<file path="src/rtl/x_uart_pkg.sv">
// x_uart_pkg: shared definitions for the x_uart_periph memory-mapped UART.
//   - register offsets within the 16-byte window
//   - STATUS register bit positions
//   - TX and RX serializer state encodings
package x_uart_pkg;

    localparam logic [3:0] REG_TXDATA = 4'h0;
    localparam logic [3:0] REG_RXDATA = 4'h4;
    localparam logic [3:0] REG_STATUS = 4'h8;
    localparam logic [3:0] REG_BAUD   = 4'hC;

    localparam int unsigned ST_TX_FULL    = 0;
    localparam int unsigned ST_TX_EMPTY   = 1;
    localparam int unsigned ST_RX_EMPTY   = 2;
    localparam int unsigned ST_RX_OVERRUN = 3;
    localparam int unsigned ST_TX_BUSY    = 4;
    localparam int unsigned ST_FRAME_ERR  = 5;

    typedef enum logic [1:0] {TX_IDLE, TX_START, TX_DATA, TX_STOP} tx_state_t;
    typedef enum logic [1:0] {RX_IDLE, RX_START, RX_DATA, RX_STOP} rx_state_t;

endpackage

</file>
<file path="src/rtl/x_uart_fifo.sv">
// x_uart_fifo: synchronous FIFO with full/empty flags.
// Ports:
//   i_clk, i_rst   clock, asynchronous active-high reset (empties the FIFO)
//   i_push, i_data write request and data; ignored when full unless popping too
//   i_pop          read request; ignored when empty
//   o_data         head entry (valid when not empty)
//   o_full, o_empty occupancy flags
// WIDTH is the entry width; DEPTH must be a power of 2 and at least 2.
module x_uart_fifo #(
    parameter int unsigned WIDTH = 8,
    parameter int unsigned DEPTH = 4
) (
    input  logic             i_clk,
    input  logic             i_rst,
    input  logic             i_push,
    input  logic [WIDTH-1:0] i_data,
    input  logic             i_pop,
    output logic [WIDTH-1:0] o_data,
    output logic             o_full,
    output logic             o_empty
);

    localparam int unsigned AW = $clog2(DEPTH);
    localparam logic [AW:0] FULL_CNT = (AW + 1)'(DEPTH);

    logic [WIDTH-1:0] r_mem [DEPTH];
    logic [AW-1:0]    r_wr_ptr;
    logic [AW-1:0]    r_rd_ptr;
    logic [AW:0]      r_count;
    logic             w_do_push;
    logic             w_do_pop;

    assign o_full  = (r_count == FULL_CNT);
    assign o_empty = (r_count == '0);
    assign o_data  = r_mem[r_rd_ptr];

    // A pop frees a slot in the same cycle, so push+pop on a full FIFO both happen.
    assign w_do_pop  = i_pop & ~o_empty;
    assign w_do_push = i_push & (~o_full | w_do_pop);

    always_ff @(posedge i_clk) begin
        if (w_do_push) begin
            r_mem[r_wr_ptr] <= i_data;
        end
    end

    always_ff @(posedge i_clk or posedge i_rst) begin
        if (i_rst) begin
            r_wr_ptr <= '0;
            r_rd_ptr <= '0;
            r_count  <= '0;
        end else begin
            if (w_do_push) r_wr_ptr <= r_wr_ptr + 1'b1;
            if (w_do_pop)  r_rd_ptr <= r_rd_ptr + 1'b1;
            if (w_do_push && !w_do_pop)      r_count <= r_count + 1'b1;
            else if (!w_do_push && w_do_pop) r_count <= r_count - 1'b1;
        end
    end

endmodule

</file>
<file path="src/rtl/x_uart_periph.sv">
// x_uart_periph: memory-mapped UART slave on the core's valid/rnw/addr/data bus.
// Ports:
//   i_clk, i_rst        clock, asynchronous active-high reset
//   i_valid, i_rnw      request valid (held until accepted), 1 = read
//   i_addr, i_data      byte address (bits [1:0] ignored), write data
//   o_accept, o_hit     request completes / request targets this window
//   o_data              read data, 0 unless o_hit
//   i_rx, o_tx          serial receive (asynchronous) and transmit lines
// Registers: 0x0 TXDATA, 0x4 RXDATA, 0x8 STATUS, 0xC BAUD (clocks per bit - 1).
// Build option X_UART_RX_EN: when defined the receiver and RX FIFO are built;
// otherwise RXDATA reads all-ones and STATUS reports the RX FIFO as empty.
module x_uart_periph
    import x_uart_pkg::*;
#(
    parameter logic [31:0] BASE_ADDR    = 32'h1000_0000,
    parameter int unsigned CLKS_PER_BIT = 16,
    parameter int unsigned FIFO_DEPTH   = 4
) (
    input  logic        i_clk,
    input  logic        i_rst,
    input  logic        i_valid,
    input  logic        i_rnw,
    input  logic [31:0] i_addr,
    input  logic [31:0] i_data,
    output logic        o_accept,
    output logic        o_hit,
    output logic [31:0] o_data,
    input  logic        i_rx,
    output logic        o_tx
);

    logic [3:0]  w_off;
    logic        w_hit;
    logic        w_wr_tx;
    logic        w_tx_push;
    logic        w_tx_pop;
    logic        w_tx_full;
    logic        w_tx_empty;
    logic [7:0]  w_tx_fifo_data;
    logic        w_rx_empty;
    logic [7:0]  w_rx_data;
    logic        w_rx_ovr;
    logic        w_rx_ferr;
    logic [31:0] w_status;
    logic [15:0] r_baud;
    logic        w_unused;

    assign w_off    = {i_addr[3:2], 2'b00};
    assign w_hit    = i_valid & (i_addr[31:4] == BASE_ADDR[31:4]);
    assign w_wr_tx  = w_hit & ~i_rnw & (w_off == REG_TXDATA);
    assign o_hit    = w_hit;
    assign o_accept = w_hit & ~(w_wr_tx & w_tx_full);
    assign w_tx_push = w_wr_tx & ~w_tx_full;

    always_ff @(posedge i_clk or posedge i_rst) begin
        if (i_rst) begin
            r_baud <= 16'(CLKS_PER_BIT - 1);
        end else if (w_hit && !i_rnw && (w_off == REG_BAUD)) begin
            r_baud <= i_data[15:0];
        end
    end

    // ---------------- transmitter ----------------
    tx_state_t  r_tx_state, w_tx_state_nxt;
    logic [15:0] r_tx_cnt, w_tx_cnt_nxt;
    logic [2:0]  r_tx_bit, w_tx_bit_nxt;
    logic [7:0]  r_tx_shift, w_tx_shift_nxt;
    logic        r_tx, w_tx_nxt;

    x_uart_fifo #(.WIDTH(8), .DEPTH(FIFO_DEPTH)) u_tx_fifo (
        .i_clk   (i_clk),
        .i_rst   (i_rst),
        .i_push  (w_tx_push),
        .i_data  (i_data[7:0]),
        .i_pop   (w_tx_pop),
        .o_data  (w_tx_fifo_data),
        .o_full  (w_tx_full),
        .o_empty (w_tx_empty)
    );

    always_ff @(posedge i_clk or posedge i_rst) begin
        if (i_rst) begin
            r_tx_state <= TX_IDLE;
            r_tx_cnt   <= '0;
            r_tx_bit   <= '0;
            r_tx_shift <= '0;
            r_tx       <= 1'b1;
        end else begin
            r_tx_state <= w_tx_state_nxt;
            r_tx_cnt   <= w_tx_cnt_nxt;
            r_tx_bit   <= w_tx_bit_nxt;
            r_tx_shift <= w_tx_shift_nxt;
            r_tx       <= w_tx_nxt;
        end
    end

    // The bit counter reloads from BAUD at each boundary so a BAUD write
    // applies from the next bit on.
    always_comb begin
        w_tx_state_nxt = r_tx_state;
        w_tx_cnt_nxt   = r_tx_cnt;
        w_tx_bit_nxt   = r_tx_bit;
        w_tx_shift_nxt = r_tx_shift;
        w_tx_nxt       = r_tx;
        w_tx_pop       = 1'b0;
        unique case (r_tx_state)
            TX_IDLE: begin
                if (!w_tx_empty) begin
                    w_tx_pop       = 1'b1;
                    w_tx_shift_nxt = w_tx_fifo_data;
                    w_tx_cnt_nxt   = r_baud;
                    w_tx_nxt       = 1'b0;
                    w_tx_state_nxt = TX_START;
                end
            end
            TX_START: begin
                if (r_tx_cnt != '0) begin
                    w_tx_cnt_nxt = r_tx_cnt - 16'd1;
                end else begin
                    w_tx_cnt_nxt   = r_baud;
                    w_tx_bit_nxt   = 3'd0;
                    w_tx_nxt       = r_tx_shift[0];
                    w_tx_state_nxt = TX_DATA;
                end
            end
            TX_DATA: begin
                if (r_tx_cnt != '0) begin
                    w_tx_cnt_nxt = r_tx_cnt - 16'd1;
                end else begin
                    w_tx_cnt_nxt = r_baud;
                    if (r_tx_bit == 3'd7) begin
                        w_tx_nxt       = 1'b1;
                        w_tx_state_nxt = TX_STOP;
                    end else begin
                        w_tx_shift_nxt = {1'b0, r_tx_shift[7:1]};
                        w_tx_nxt       = r_tx_shift[1];
                        w_tx_bit_nxt   = r_tx_bit + 3'd1;
                    end
                end
            end
            TX_STOP: begin
                if (r_tx_cnt != '0) begin
                    w_tx_cnt_nxt = r_tx_cnt - 16'd1;
                end else if (!w_tx_empty) begin
                    // Chain straight into the next start bit, no idle gap.
                    w_tx_pop       = 1'b1;
                    w_tx_shift_nxt = w_tx_fifo_data;
                    w_tx_cnt_nxt   = r_baud;
                    w_tx_nxt       = 1'b0;
                    w_tx_state_nxt = TX_START;
                end else begin
                    w_tx_nxt       = 1'b1;
                    w_tx_state_nxt = TX_IDLE;
                end
            end
            default: w_tx_state_nxt = TX_IDLE;
        endcase
    end

    assign o_tx = r_tx;

    // ---------------- receiver ----------------
`ifdef X_UART_RX_EN
    rx_state_t   r_rx_state, w_rx_state_nxt;
    logic [15:0] r_rx_cnt, w_rx_cnt_nxt;
    logic [2:0]  r_rx_bit, w_rx_bit_nxt;
    logic [7:0]  r_rx_shift, w_rx_shift_nxt;
    logic        r_rx_s1, r_rx_s2, r_rx_prev;
    logic        r_rx_ovr, r_rx_ferr;
    logic        w_rx_push, w_rx_pop, w_rx_full, w_ferr_set;
    logic        w_rd_rx, w_rd_status;

    assign w_rd_rx     = w_hit & i_rnw & (w_off == REG_RXDATA);
    assign w_rd_status = w_hit & i_rnw & (w_off == REG_STATUS);
    assign w_rx_pop    = w_rd_rx & ~w_rx_empty;

    x_uart_fifo #(.WIDTH(8), .DEPTH(FIFO_DEPTH)) u_rx_fifo (
        .i_clk   (i_clk),
        .i_rst   (i_rst),
        .i_push  (w_rx_push),
        .i_data  (r_rx_shift),
        .i_pop   (w_rx_pop),
        .o_data  (w_rx_data),
        .o_full  (w_rx_full),
        .o_empty (w_rx_empty)
    );

    always_ff @(posedge i_clk or posedge i_rst) begin
        if (i_rst) begin
            r_rx_s1    <= 1'b1;
            r_rx_s2    <= 1'b1;
            r_rx_prev  <= 1'b1;
            r_rx_state <= RX_IDLE;
            r_rx_cnt   <= '0;
            r_rx_bit   <= '0;
            r_rx_shift <= '0;
            r_rx_ovr   <= 1'b0;
            r_rx_ferr  <= 1'b0;
        end else begin
            r_rx_s1    <= i_rx;
            r_rx_s2    <= r_rx_s1;
            r_rx_prev  <= r_rx_s2;
            r_rx_state <= w_rx_state_nxt;
            r_rx_cnt   <= w_rx_cnt_nxt;
            r_rx_bit   <= w_rx_bit_nxt;
            r_rx_shift <= w_rx_shift_nxt;
            // A new event in the same cycle as the clearing read wins.
            r_rx_ovr   <= (r_rx_ovr & ~w_rd_status) | (w_rx_push & w_rx_full & ~w_rx_pop);
            r_rx_ferr  <= (r_rx_ferr & ~w_rd_status) | w_ferr_set;
        end
    end

    always_comb begin
        w_rx_state_nxt = r_rx_state;
        w_rx_cnt_nxt   = r_rx_cnt;
        w_rx_bit_nxt   = r_rx_bit;
        w_rx_shift_nxt = r_rx_shift;
        w_rx_push      = 1'b0;
        w_ferr_set     = 1'b0;
        unique case (r_rx_state)
            RX_IDLE: begin
                if (r_rx_prev && !r_rx_s2) begin
                    w_rx_cnt_nxt   = r_baud >> 1;
                    w_rx_state_nxt = RX_START;
                end
            end
            RX_START: begin
                if (r_rx_cnt != '0) begin
                    w_rx_cnt_nxt = r_rx_cnt - 16'd1;
                end else if (r_rx_s2) begin
                    w_rx_state_nxt = RX_IDLE;  // glitch, not a start bit
                end else begin
                    w_rx_cnt_nxt   = r_baud;
                    w_rx_bit_nxt   = 3'd0;
                    w_rx_state_nxt = RX_DATA;
                end
            end
            RX_DATA: begin
                if (r_rx_cnt != '0) begin
                    w_rx_cnt_nxt = r_rx_cnt - 16'd1;
                end else begin
                    w_rx_shift_nxt = {r_rx_s2, r_rx_shift[7:1]};
                    w_rx_cnt_nxt   = r_baud;
                    if (r_rx_bit == 3'd7) w_rx_state_nxt = RX_STOP;
                    else                  w_rx_bit_nxt   = r_rx_bit + 3'd1;
                end
            end
            RX_STOP: begin
                if (r_rx_cnt != '0) begin
                    w_rx_cnt_nxt = r_rx_cnt - 16'd1;
                end else begin
                    if (r_rx_s2) w_rx_push  = 1'b1;
                    else         w_ferr_set = 1'b1;
                    w_rx_state_nxt = RX_IDLE;
                end
            end
            default: w_rx_state_nxt = RX_IDLE;
        endcase
    end

    assign w_rx_ovr  = r_rx_ovr;
    assign w_rx_ferr = r_rx_ferr;
    assign w_unused  = ^{i_addr[1:0], i_data[31:16]};
`else
    assign w_rx_empty = 1'b1;
    assign w_rx_data  = 8'hFF;
    assign w_rx_ovr   = 1'b0;
    assign w_rx_ferr  = 1'b0;
    assign w_unused   = ^{i_addr[1:0], i_data[31:16], i_rx};
`endif

    // ---------------- read mux ----------------
    always_comb begin
        w_status = '0;
        w_status[ST_TX_FULL]    = w_tx_full;
        w_status[ST_TX_EMPTY]   = w_tx_empty;
        w_status[ST_RX_EMPTY]   = w_rx_empty;
        w_status[ST_RX_OVERRUN] = w_rx_ovr;
        w_status[ST_TX_BUSY]    = (r_tx_state != TX_IDLE);
        w_status[ST_FRAME_ERR]  = w_rx_ferr;
    end

    always_comb begin
        o_data = '0;
        if (w_hit && i_rnw) begin
            case (w_off)
                REG_RXDATA: o_data = w_rx_empty ? 32'hFFFF_FFFF : {24'd0, w_rx_data};
                REG_STATUS: o_data = w_status;
                REG_BAUD:   o_data = {16'd0, r_baud};
                default:    o_data = '0;
            endcase
        end
    end

endmodule

</file>
<file path="config.mk">
export PLATFORM = sky130hd
export DESIGN_NAME = x_uart_periph
export DESIGN_NICKNAME = d
export VERILOG_FILES = /design/src/rtl/x_uart_pkg.sv /design/src/rtl/x_uart_fifo.sv /design/src/rtl/x_uart_periph.sv
export SDC_FILE = /design/constraint.sdc
export NUM_CORES = 1
export LEC_CHECK = 0
export ABC_AREA = 1
export BUFFER_PORTS_ARGS = -buffer_cell sky130_fd_sc_hd__buf_2
export CAP_MARGIN = 20
export CORE_ASPECT_RATIO = 1.1
export CORE_MARGIN = 1
export CORE_UTILIZATION = 50
export CTS_CLUSTER_DIAMETER = 200
export CTS_CLUSTER_SIZE = 30
export DETAILED_ROUTE_END_ITERATION = 16
export PLACE_DENSITY_LB_ADDON = 0.08
export REMOVE_ABC_BUFFERS = 1
export SLEW_MARGIN = 25
export SYNTH_ARGS = -nofsm -noshare
export SYNTH_HDL_FRONTEND = slang
export SYNTH_HIERARCHICAL = 1
export SYNTH_SLANG_ARGS = --single-unit
</file>
<file path="constraint.sdc">
create_clock -name i_clk -period 7.95 [get_ports i_clk]
set_clock_uncertainty 0.1 [all_clocks]
set_input_delay 0.795 -clock i_clk [delete_from_list [all_inputs] [get_ports i_clk]]
set_output_delay 0.795 -clock i_clk [all_outputs]
set_load 0.01 [all_outputs]
</file>
==> metrics.json <==
{
  "timing": {
    "fmax_mhz": 269,
    "setup_viol": 0,
    "timing_max_transition_violations_final": 0,
    "max_slew_margin_pct": 44.4,
    "worst_pin_slew_ps": 833,
    "period_needed_ps": 3720,
    "rsz0062_at_grt": "false",
    "finalHoldViolCount": 0,
    "timing.setup.tns_ps": 0,
    "final.period_utilization_pct": 46.7
  },
  "yosys": {
    "avgSynthCellArea_um2": 7.68,
    "synth-edff-count": 32,
    "synth_cell_type_count": 43,
    "synth_top_area_cell": "dfrtp_1",
    "synthesis.yosys.warnings": 6,
    "synth.yosys.seq_area_share_pct": 43.5,
    "post_synth_top_area_share_pct": 22.8,
    "synth-main-ff-cell": "dfrtp_1",
    "cell_area_after_synthesis_um2": 5280,
    "syn-instance-count": 687,
    "ys_seq_elements": 85,
    "async_reset_ff_share_pct": 62.4,
    "netlist_top_cells_area": "dfrtp_1 23%, edfxtp_1 18%, nand2_1 14%"
  },
  "power": {
    "leakage_component_of_the_power_nw": 3.00,
    "p_per_area_nw_per_um2": 143,
    "peakVddDrop_v": 0.000125,
    "totalPowerFinal_uw": 835
  },
  "clock_network": {
    "postCtsSetupRepairBufs": 0,
    "tritoncts": "yes",
    "cts_inserted_buffers": 9,
    "post_cts.resized_instances": 0,
    "clk-insertion-delay-late_ps": 370,
    "clock_pin_transition_on_the_worst_setup_and_hold_timing_paths_ps": 90,
    "cts_num_sinks": 85,
    "post_cts_hold_buffer_count": 0,
    "cts-htree-levels": 3,
    "clk_path_buf_depth": 2,
    "cts-root-buf": "clkbuf_8"
  },
  "global_route": {
    "total_track_usage_pct": 24.1,
    "grt_pass1_wl_mm": 20.3,
    "overflow": 0,
    "maximum_number_of_pins_on_one_net_before_global_route_repair": 47,
    "grt_antenna_before_repair": 0,
    "vias_in_the_first_global_route": 4229
  },
  "critical_path": {
    "cp_cell_sequence": "buf_2 -> nor2_1 -> nand2_1 -> nor2_1 -> nand2_1 -> nor2_4 -> nand3_1 -> nor2_1 -> buf_2",
    "start_kind": "primary input",
    "timing.critical_path.mode_cell": "nor2_1",
    "worst-endpoint-required_ps": 7050,
    "timing_worst_setup_path_type": "primary input to primary output",
    "worst-endpoint-arrival_ps": 2820,
    "crit_path_top_delay_cell": "nor2_1",
    "startpoint": "i_addr[25]",
    "critical-path-max-stage-delay_ps": 680,
    "kind_of_end_point_of_the_critical_path": "primary output",
    "worstPathMaxFanout": 16,
    "r2r-start": "r_tx_cnt[0]"
  },
  "outcome": {
    "status": "complete, no violations"
  },
  "routing": {
    "postRouteAntennaNets": 0,
    "detailedRoute.firstIterationViolations": 206,
    "drtPass1Iterations": 5,
    "route.vias.total": 4483,
    "route.detailed.vias_per_inst": 5.02,
    "drcViolationCount": 0,
    "wire_per_inst_um": 13.9,
    "drt-total-wl_mm": 12.4
  },
  "layout": {
    "layout_common_cells": "191 x nand2_1, 84 x buf_2, 82 x inv_1",
    "final_common_cell": "nand2_1",
    "final_cell_area_um2": 5840,
    "finish.net_count": 831,
    "number_of_diodes": 0,
    "final_layout_size_suffix_gt1_share_pct": 19.7,
    "area_growth_syn_to_layout_pct": 10.7
  },
  "placed_design": {
    "place_area_um2": 5630,
    "number_of_port_buffers": 84,
    "dpl.hpwl_mm": 9.14,
    "final_replace_weighted_congestion": 0.855
  },
  "die": {
    "start_util_pct": 52.4,
    "core_area_um2": 10100,
    "die-area_um2": 11000,
    "io-pin-count": 104,
    "die-width_um": 100,
    "placement_rows": 38,
    "die_height_um": 110
  },
  "min_path": {
    "holdCritPathClass": "primary input to asynchronous set/reset pin"
  },
  "run": {
    "drv.max_cap_violation_count": 0
  }
}
-- logic make-up (layout without fill, tap and decap cells) --
| group | Yosys count | after routing | synth area share (%) |
|---|---|---|---|
| simple gates | 348 | 348 | 29.5 |
| buf+inv | 124 | 190 | 11.3 |
| compound gates | 110 | 110 | 11.3 |
| flops | 85 | 85 | 43.5 |
| fa+ha+maj | 14 | 14 | 3.46 |
| xor+xnor | 6 | 6 | 0.996 |
-- final timing paths --
path / cells past startpoint / endpoint / slack [ps]
max: 9 / o_data[31] / 4230
min: 2 / u_tx_fifo/r_count[2] / 270
max reg2reg: 18 / u_tx_fifo/r_count[2] / 4650
min reg2reg: 2 / o_tx / 380
max in group asynchronous: 2 / r_baud[5] / 6780
min in group i_clk: 2 / o_tx / 380
-- synth_stat cells, types with 2 or more instances --
library cell  number
nand2_4            3
o22ai_1            3
buf_6              4
nand2_1          191
nor3_1             3
xor2_1             4
inv_2              3
dfrtp_1           48
xnor2_1            2
nand3b_1           4
o21ai_2            4
nor2_1            69
ha_1              13
buf_4             15
nor2_2             4
o21ai_1           39
inv_1             83
nor2_8             2
dfstp_2            5
o21ai_0           42
nand4_1            7
buf_12             2
or2_2              5
a21oi_1           17
nand3_1           43
nor2_4             4
and3_1             2
nand3_2            2
clkbuf_1          10
nand2_2            8
edfxtp_1          32
buf_2              3
-- sequential cells by signal (all words and copies together) (netlist names) --
name / cells
u_tx_fifo/r_mem: 32
r_baud: 16
r_tx_cnt: 16
r_tx_shift: 8
r_tx_bit: 3
u_tx_fifo/r_count: 3
r_tx_state: 2
u_tx_fifo/r_rd_ptr: 2
u_tx_fifo/r_wr_ptr: 2
o_tx: 1
-- final cells by class --
class | count | area, µm²
Fill cell | 981 | 4240
Multi-Input combinational cell | 478 | 2390
Sequential cell | 85 | 2290
Timing Repair Buffer | 85 | 428
Inverter | 89 | 345
Tap cell | 140 | 175
Clock buffer | 9 | 124
Clock inverter | 7 | 86.3
-- routing by layer --
layer | up-vias | global-route usage, % | routed length, µm
li1 | 2314 | - | -
met1 | 2070 | 31.5 | 5770
met2 | 84 | 40.9 | 6040
met3 | 15 | 3.56 | 422
met4 | 0 | 8.51 | 207
met5 | - | 0 | 0
-- critical path, delay by kind of cell --
kind / cells / cell delay (ps)
buffers and inverters: 2 / 340
AND/OR/NAND/NOR: 7 / 1680
-- metrics by stage --
step	hold slack [ps]	instances	utilization, %	worst slack [ps]
floorplan	349	652	-	3420
global placement	364	877	55.8	4290
detailed placement	369	877	55.9	4230
CTS	266	893	58.0	4230
global route	288	893	58.0	3940
finish	270	893	58.0	4230
-- report_power, final --
group          internal, mW  total (mW)  switching, mW
registers             0.459       0.461        0.00216
logic                0.0153      0.0399         0.0245
clock network         0.154       0.334          0.180
total                 0.628       0.835          0.207
(Power assumes the default switching activity.)
